## src/rtl/ex_mem_reg_if.sv

```systemverilog
// Memory-stage bus between the EX/MEM register (master) and the cache memory stage (slave).
// The master drives the address, store data and the Rd/Wr/createdump strobes; the slave answers with Done and Stall.
interface ex_mem_reg_if;
    logic [15:0] mem_alu_result;
    logic [15:0] mem_write_data;
    logic        mem_rd;
    logic        mem_wr;
    logic        mem_createdump;
    logic        mem_done;
    logic        mem_stall;

    modport master (
        output mem_alu_result, mem_write_data, mem_rd, mem_wr, mem_createdump,
        input  mem_done, mem_stall
    );

    modport slave (
        input  mem_alu_result, mem_write_data, mem_rd, mem_wr, mem_createdump,
        output mem_done, mem_stall
    );
endinterface

```

## src/rtl/ex_mem_reg.sv

```systemverilog
// EX/MEM pipeline register with a one-request-per-instruction memory sequencer.
// It holds the front of the pipe while a miss is outstanding and raises a sticky err on protocol violations.
module ex_mem_reg #(
    parameter int TIMEOUT = 31
) (
    input  logic         clk,
    input  logic         rst,
    input  logic         ex_valid,
    input  logic         ex_flush,
    input  logic [15:0]  ex_alu_result,
    input  logic [15:0]  ex_write_data,
    input  logic         ex_mem_read,
    input  logic         ex_mem_write,
    input  logic         ex_reg_write,
    input  logic [2:0]   ex_write_reg,
    input  logic         ex_halt,
    ex_mem_reg_if.master mem,
    output logic         mem_reg_write,
    output logic [2:0]   mem_write_reg,
    output logic         mem_valid,
    output logic         wb_advance,
    output logic         pipe_stall,
    output logic         err
);
    localparam logic [4:0] TMO = 5'(TIMEOUT);

    typedef enum logic [1:0] {IDLE, REQ, WAIT} state_t;

    state_t      state_q, state_d;
    logic [15:0] alu_q, alu_d;
    logic [15:0] wdata_q, wdata_d;
    logic        rd_q, rd_d;
    logic        wr_q, wr_d;
    logic        rw_q, rw_d;
    logic        halt_q, halt_d;
    logic        valid_q, valid_d;
    logic [2:0]  wreg_q, wreg_d;
    logic [4:0]  cnt_q, cnt_d;
    logic        err_q, err_d;

    logic stall;
    logic in_valid;
    logic both_err;
    logic new_op;
    logic unused_mem_stall;

    // mem_stall carries no control meaning here; Done alone ends a request.
    assign unused_mem_stall = mem.mem_stall;

    always_comb begin
        stall    = (state_q != IDLE) && !mem.mem_done;
        in_valid = ex_valid && !ex_flush;
        both_err = !stall && in_valid && ex_mem_read && ex_mem_write;
        new_op   = !stall && in_valid && (ex_mem_read ^ ex_mem_write);
    end

    // Pipeline register: load on every unstalled edge, bubble when the entry is not a legal instruction.
    always_comb begin
        alu_d   = alu_q;
        wdata_d = wdata_q;
        rd_d    = rd_q;
        wr_d    = wr_q;
        rw_d    = rw_q;
        halt_d  = halt_q;
        valid_d = valid_q;
        wreg_d  = wreg_q;
        if (!stall) begin
            if (in_valid && !both_err) begin
                alu_d   = ex_alu_result;
                wdata_d = ex_write_data;
                rd_d    = ex_mem_read;
                wr_d    = ex_mem_write;
                rw_d    = ex_reg_write;
                halt_d  = ex_halt;
                valid_d = 1'b1;
                wreg_d  = ex_write_reg;
            end else begin
                alu_d   = '0;
                wdata_d = '0;
                rd_d    = 1'b0;
                wr_d    = 1'b0;
                rw_d    = 1'b0;
                halt_d  = 1'b0;
                valid_d = 1'b0;
                wreg_d  = '0;
            end
        end
    end

    always_comb begin
        state_d = state_q;
        case (state_q)
            IDLE:      if (new_op) state_d = REQ;
            REQ, WAIT: begin
                if (mem.mem_done) state_d = new_op ? REQ : IDLE;
                else              state_d = WAIT;
            end
            default:   state_d = IDLE;
        endcase
    end

    always_comb begin
        cnt_d = cnt_q;
        if (state_d == REQ)
            cnt_d = '0;
        else if (state_q == WAIT && cnt_q != TMO)
            cnt_d = cnt_q + 5'd1;
        err_d = err_q || both_err || (state_q == IDLE && mem.mem_done) || (cnt_d == TMO);
    end

    always_ff @(posedge clk or posedge rst) begin
        if (rst) begin
            state_q <= IDLE;
            alu_q   <= '0;
            wdata_q <= '0;
            rd_q    <= 1'b0;
            wr_q    <= 1'b0;
            rw_q    <= 1'b0;
            halt_q  <= 1'b0;
            valid_q <= 1'b0;
            wreg_q  <= '0;
            cnt_q   <= '0;
            err_q   <= 1'b0;
        end else begin
            state_q <= state_d;
            alu_q   <= alu_d;
            wdata_q <= wdata_d;
            rd_q    <= rd_d;
            wr_q    <= wr_d;
            rw_q    <= rw_d;
            halt_q  <= halt_d;
            valid_q <= valid_d;
            wreg_q  <= wreg_d;
            cnt_q   <= cnt_d;
            err_q   <= err_d;
        end
    end

    assign mem.mem_alu_result = alu_q;
    assign mem.mem_write_data = wdata_q;
    assign mem.mem_rd         = (state_q == REQ) && rd_q;
    assign mem.mem_wr         = (state_q == REQ) && wr_q;
    assign mem.mem_createdump = valid_q && halt_q;
    assign mem_reg_write      = rw_q;
    assign mem_write_reg      = wreg_q;
    assign mem_valid          = valid_q;
    assign pipe_stall         = stall;
    assign wb_advance         = valid_q && !stall;
    assign err                = err_q;
endmodule

```

## src/flat_wrapper.sv

```systemverilog
// flat-port wrapper written by rule: the top's interface ports become plain ports
module ex_mem_reg_flat 
#(
    parameter int TIMEOUT = 31
)
  (clk, rst, ex_valid, ex_flush, ex_alu_result, ex_write_data, ex_mem_read, ex_mem_write, ex_reg_write, ex_write_reg, ex_halt, mem_reg_write, mem_write_reg, mem_valid, wb_advance, pipe_stall, err, mem_mem_alu_result, mem_mem_write_data, mem_mem_rd, mem_mem_wr, mem_mem_createdump, mem_mem_done, mem_mem_stall);
  ex_mem_reg_if mem_i ();
  input  logic clk;
  input  logic rst;
  input  logic ex_valid;
  input  logic ex_flush;
  input  logic [15:0] ex_alu_result;
  input  logic [15:0] ex_write_data;
  input  logic ex_mem_read;
  input  logic ex_mem_write;
  input  logic ex_reg_write;
  input  logic [2:0] ex_write_reg;
  input  logic ex_halt;
  output logic mem_reg_write;
  output logic [2:0] mem_write_reg;
  output logic mem_valid;
  output logic wb_advance;
  output logic pipe_stall;
  output logic err;
  output wire logic [$bits(mem_i.mem_alu_result)-1:0] mem_mem_alu_result;
  output wire logic [$bits(mem_i.mem_write_data)-1:0] mem_mem_write_data;
  output wire logic [$bits(mem_i.mem_rd)-1:0] mem_mem_rd;
  output wire logic [$bits(mem_i.mem_wr)-1:0] mem_mem_wr;
  output wire logic [$bits(mem_i.mem_createdump)-1:0] mem_mem_createdump;
  input wire logic [$bits(mem_i.mem_done)-1:0] mem_mem_done;
  input wire logic [$bits(mem_i.mem_stall)-1:0] mem_mem_stall;
  assign mem_mem_alu_result = mem_i.mem_alu_result;
  assign mem_mem_write_data = mem_i.mem_write_data;
  assign mem_mem_rd = mem_i.mem_rd;
  assign mem_mem_wr = mem_i.mem_wr;
  assign mem_mem_createdump = mem_i.mem_createdump;
  assign mem_i.mem_done = mem_mem_done;
  assign mem_i.mem_stall = mem_mem_stall;
  ex_mem_reg #(.TIMEOUT(TIMEOUT)) u_core (.clk(clk), .rst(rst), .ex_valid(ex_valid), .ex_flush(ex_flush), .ex_alu_result(ex_alu_result), .ex_write_data(ex_write_data), .ex_mem_read(ex_mem_read), .ex_mem_write(ex_mem_write), .ex_reg_write(ex_reg_write), .ex_write_reg(ex_write_reg), .ex_halt(ex_halt), .mem(mem_i), .mem_reg_write(mem_reg_write), .mem_write_reg(mem_write_reg), .mem_valid(mem_valid), .wb_advance(wb_advance), .pipe_stall(pipe_stall), .err(err));
endmodule
```

## config.mk

```make
export PLATFORM = sky130hd
export DESIGN_NAME = ex_mem_reg_flat
export DESIGN_NICKNAME = d
export VERILOG_FILES = /design/src/rtl/ex_mem_reg_if.sv /design/src/rtl/ex_mem_reg.sv /design/src/flat_wrapper.sv
export SDC_FILE = /design/constraint.sdc
export NUM_CORES = 1
export LEC_CHECK = 0
export CORE_MARGIN = 10
export CORE_UTILIZATION = 37
export CTS_CLUSTER_DIAMETER = 150
export DETAILED_ROUTE_END_ITERATION = 10
export HOLD_SLACK_MARGIN = 0.06
export PLACE_DENSITY = 0.72
export SETUP_SLACK_MARGIN = 0.5
export SLEW_MARGIN = 20
export SYNTH_ARGS = -nofsm -noshare
export SYNTH_HDL_FRONTEND = slang
export SYNTH_SLANG_ARGS = --single-unit
export TNS_END_PERCENT = 50
```

## constraint.sdc

```tcl
create_clock -name clk -period 1.6 [get_ports clk]
set_input_delay 0.32 -clock clk [delete_from_list [all_inputs] [get_ports clk]]
set_output_delay 0.32 -clock clk [all_outputs]
set_load 0.02 [all_outputs]
```

==> run summary <==
DIE
----------------------------------------------------------------------------------
Die Footprint .......................................................    8650 um^2
Die Y ...............................................................      93.0 um
Starting density of the core ........................................        0.383
Area of the core region .............................................    5140 um^2
Number of ports placed on the die boundary ..........................           88
Die X ...............................................................      93.0 um
Standard-cell rows ..................................................           26

CLOCK TREE
----------------------------------------------------------------------------------
Root buf cell .......................................................     clkbuf_8
TritonCTS buffer count ..............................................            5
Clock transition at the registers of the reported paths .............      0.09 ns
Source-to-sink clock delay at the later pin of the worst-skew pair ..      0.29 ns
H-Tree Depth ........................................................            2
Clock net sink count ................................................           48
Number of buffers added to fix hold violations after cts ............            0
Number of buffers on the longest clock path .........................            2
Clock tree from TritonCTS ...........................................        built

GLOBAL ROUTE
----------------------------------------------------------------------------------
Maximum number of pins on one net before global-route repair ........           49
Aggregate global routing overflow ...................................            0
Via count of the first global-routing pass ..........................         1803
GRT Overall Usage ...................................................        0.126
Number of antenna violations at the first check in global routing ...            0
Wire length of the first global-routing pass ........................      8890 um

STA
----------------------------------------------------------------------------------
Final-report setup violation count ..................................           10
Worst Tran Pin Value ................................................     0.269 ns
Remaining max-slew budget at the tightest pin .......................        0.820
Final Skew ..........................................................    0.0106 ns
Final cycle utilization of the critical path ........................         1.04
Final Hold Violating Endpoints ......................................            0
Final worst path period need ........................................      1.66 ns
Count of pins over their slew limit .................................            0
Min setup slack post-route ..........................................   -0.0574 ns
Setup repair after global routing missed its margin .................          yes
Timing-limited maximum frequency ....................................      603 MHz
Worst-case hold slack ...............................................     0.424 ns

CRITICAL PATH
----------------------------------------------------------------------------------
CP Data Required Time ...............................................      1.80 ns
CP Launch Point ..................................................... u_core.cnt_q[1]
Startpoint type of the worst setup path .............................    flip-flop
Master of the slowest instance on the critical path .................      dfrtp_1
Length in cells of the worst reg-to-reg path ........................            8
Setup crit end kind .................................................    flip-flop
Setup slack of the worst register-to-register path ..................     -0.06 ns
WP data arrival .....................................................      1.86 ns
Top cell family by delay on the critical path ....................... simple AND/OR/NAND/NOR gates
Worst setup path category ........................................... flip-flop to flip-flop
Chain of cells forming the critical path ............................ ha_2, and3_4, ha_4, nor2b_1, buf_4, and4b_1, o21ai_2, o31ai_2
Highest net fanout along the worst path .............................            6
Startpoint of the worst register-to-register path ................... u_core.cnt_q[1]
Count of buffer and inverter cells on the critical path .............            1
Maximum cell stage delay along the critical path ....................      0.40 ns
Destination of the worst register-to-register timing path ...........   u_core.err

LAYOUT
----------------------------------------------------------------------------------
Final cell utilization of the core ..................................        0.686
Diodes inserted .....................................................            0
Post-synthesis to final-layout area growth ..........................        78.9%
Filler Cell Count ...................................................          396
NumNets Final .......................................................          317
Number of standard cells in the layout, taps in and fillers out .....          337
Ratio of cells with drive above 1 in the final layout ...............        0.416

DETAILED ROUTING
----------------------------------------------------------------------------------
DR vias/cell ........................................................         4.93
Total number of vias ................................................         1663
WL final ............................................................      5850 um
Remaining number of nets flagged by the antenna check after routing .            0
Starting DRT DRC Count ..............................................           66
First drt pass iteration count ......................................            4
Routed length per instance ..........................................      17.4 um
# DRC ...............................................................            0

OUTCOME
----------------------------------------------------------------------------------
Failing checks ...................................................... negative setup slack
Outcome ............................................................. finished with violations

SYNTH
----------------------------------------------------------------------------------
Count of mapped cells out of synthesis ..............................          147
Count of yosys warnings during synthesis ............................            0
Number of synthesized register bits .................................           48
Post-Synthesis Net Count ............................................          198
Post-synthesis cell area ............................................    1970 um^2
Mean area per synthesized cell ......................................    13.4 um^2
Sequential share of the synthesized area ............................        0.610
Yosys cell types ....................................................           29

PLACEMENT
----------------------------------------------------------------------------------
Placement-stage worst setup slack ...................................    -0.373 ns
Detailed-placement wirelength estimate ..............................      4010 um
# port buffers ......................................................           86
Cell count after placement ..........................................          314
GP Congestion .......................................................        0.764

POWER AND IR DROP
----------------------------------------------------------------------------------
Worst vdd ir ........................................................   0.000626 V
Clock network fraction of design power ..............................        0.190
PnR Total Power .....................................................      4.02 mW
Internal Dissipation ................................................      2.68 mW
P_sw ................................................................      1.34 mW
Sequential share of power ...........................................        0.386
Combinational cell fraction of total power ..........................        0.425
Net Sw Frac .........................................................        0.334
LEAKAGE .............................................................      1.67 nW
Power density over the cells ........................................ 1140 nW/um^2

JOB
----------------------------------------------------------------------------------
# Max-Cap Violations ................................................            0

MIN PATH
----------------------------------------------------------------------------------
Tightest Hold Check Type ............................................ primary input to async pin

-- cell usage after synthesis, drive strengths merged --
| cell | number | share of area |
|---|---|---|
| dfrtp | 48 | 0.61 |
| a22o | 39 | 0.17 |
| nor2 | 9 | 0.021 |
| ha | 6 | 0.038 |
| buf | 5 | 0.013 |
| clkbuf | 4 | 0.0076 |
| and2 | 3 | 0.0095 |
| inv | 3 | 0.0057 |
| nor2b | 3 | 0.0095 |
| a21oi | 2 | 0.0051 |
| and4b | 2 | 0.010 |
| mux2i | 2 | 0.010 |
| nand2 | 2 | 0.0038 |
| nand2b | 2 | 0.0063 |
| o21ai | 2 | 0.0051 |
| xnor2 | 2 | 0.0089 |
| xor2 | 2 | 0.0089 |
| a211oi | 1 | 0.0063 |
| a21o | 1 | 0.0038 |
| and3 | 1 | 0.0032 |
| maj3 | 1 | 0.0051 |
| nand3 | 1 | 0.0025 |
| nand4 | 1 | 0.0032 |
| nor3 | 1 | 0.0025 |
| nor4b | 1 | 0.0076 |
| o211ai | 1 | 0.0038 |
| o221a | 1 | 0.010 |
| o31ai | 1 | 0.0063 |
-- logic make-up (layout without fill, tap and decap cells) --
logic type,count (synthesis),count (layout),share of synthesized area
compound gates,48,48,0.214
xor+xnor,4,4,0.0178
fa+ha+maj,7,7,0.0432
buf+inv,12,132,0.0260
flops,48,48,0.610
mux,2,2,0.0102
simple gates,26,26,0.0794
-- power by group through the flow --
stage          registers, mW  logic (mW)  clock network [mW]
6_report                1.55        1.71               0.763
5_1_grt                 1.57        1.85               0.828
4_1_cts                 1.55        1.60               0.776
2_1_floorplan           1.69       0.662                   0
3_5_place_dp            1.54        1.51                   0
3_3_place_gp            1.54        1.49                   0
-- routing by layer --
| layer | global-route usage | wire [um] | up-vias |
|---|---|---|---|
| met5 | 0 | 0 | - |
| met3 | 0.0823 | 681 | 4 |
| met1 | 0.145 | 2370 | 810 |
| li1 | - | - | 780 |
| met2 | 0.193 | 2750 | 69 |
| met4 | 0.0270 | 54 | 0 |
-- cell type report --
cell class / count / area (um^2) / area share
Multi-Input combinational cell: 87 / 830 / 0.235
Sequential cell: 48 / 1200 / 0.341
Clock inverter: 2 / 13.8 / 0.00390
Clock buffer: 6 / 82.6 / 0.0234
Inverter: 3 / 15.0 / 0.00426
Timing Repair Buffer: 121 / 1290 / 0.367
Tap cell: 70 / 87.6 / 0.0248
-- worst max-delay path by stage --
stage	to	slack (ns)	cells past startpoint
floorplan	u_core.err	-0.05	8
global placement	pipe_stall	-0.37	3
detailed placement	pipe_stall	-0.37	3
CTS	u_core.err	-0.08	8
global route	u_core.err	-0.13	8
finish	u_core.err	-0.06	8
-- stage by stage --
stage / area, um^2 / TNS [ns]
floorplan: 2060 / -0.0527
global placement: 3140 / -9.60
detailed placement: 3140 / -9.78
CTS: 3370 / -0.101
global route: 3520 / -1.77
finish: 3520 / -0.0932
-- cell usage in the layout (no fill, tap or decap), types with 3 or more instances in the layout --
cell              n
and2_4            3
clkbuf_16         3
dfrtp_1          48
buf_12            3
a22o_1           39
nor2_1            7
clkdlybuf4s50_1  41
buf_4            23
buf_6            47
ha_4              3
clkbuf_8          6
-- worst register-to-register path: stages, from the launching register on --
cell and delay (ns):
dfrtp_1 0.40, ha_2 0.19, and3_4 0.15, ha_4 0.14, nor2b_1 0.09, buf_4 0.14
and4b_1 0.22, o21ai_2 0.06, o31ai_2 0.17
-- what timing repair did --
action / CTS / global route
pin swaps: 50 / 50
buffers inserted: 7 / 4
cloned: 0 / 4
gates resized for setup: 269 / 11
endpoints found under the hold margin: 0 / 0
setup endpoints to repair: 91 / 91
Power figures use the tool's default switching activity.
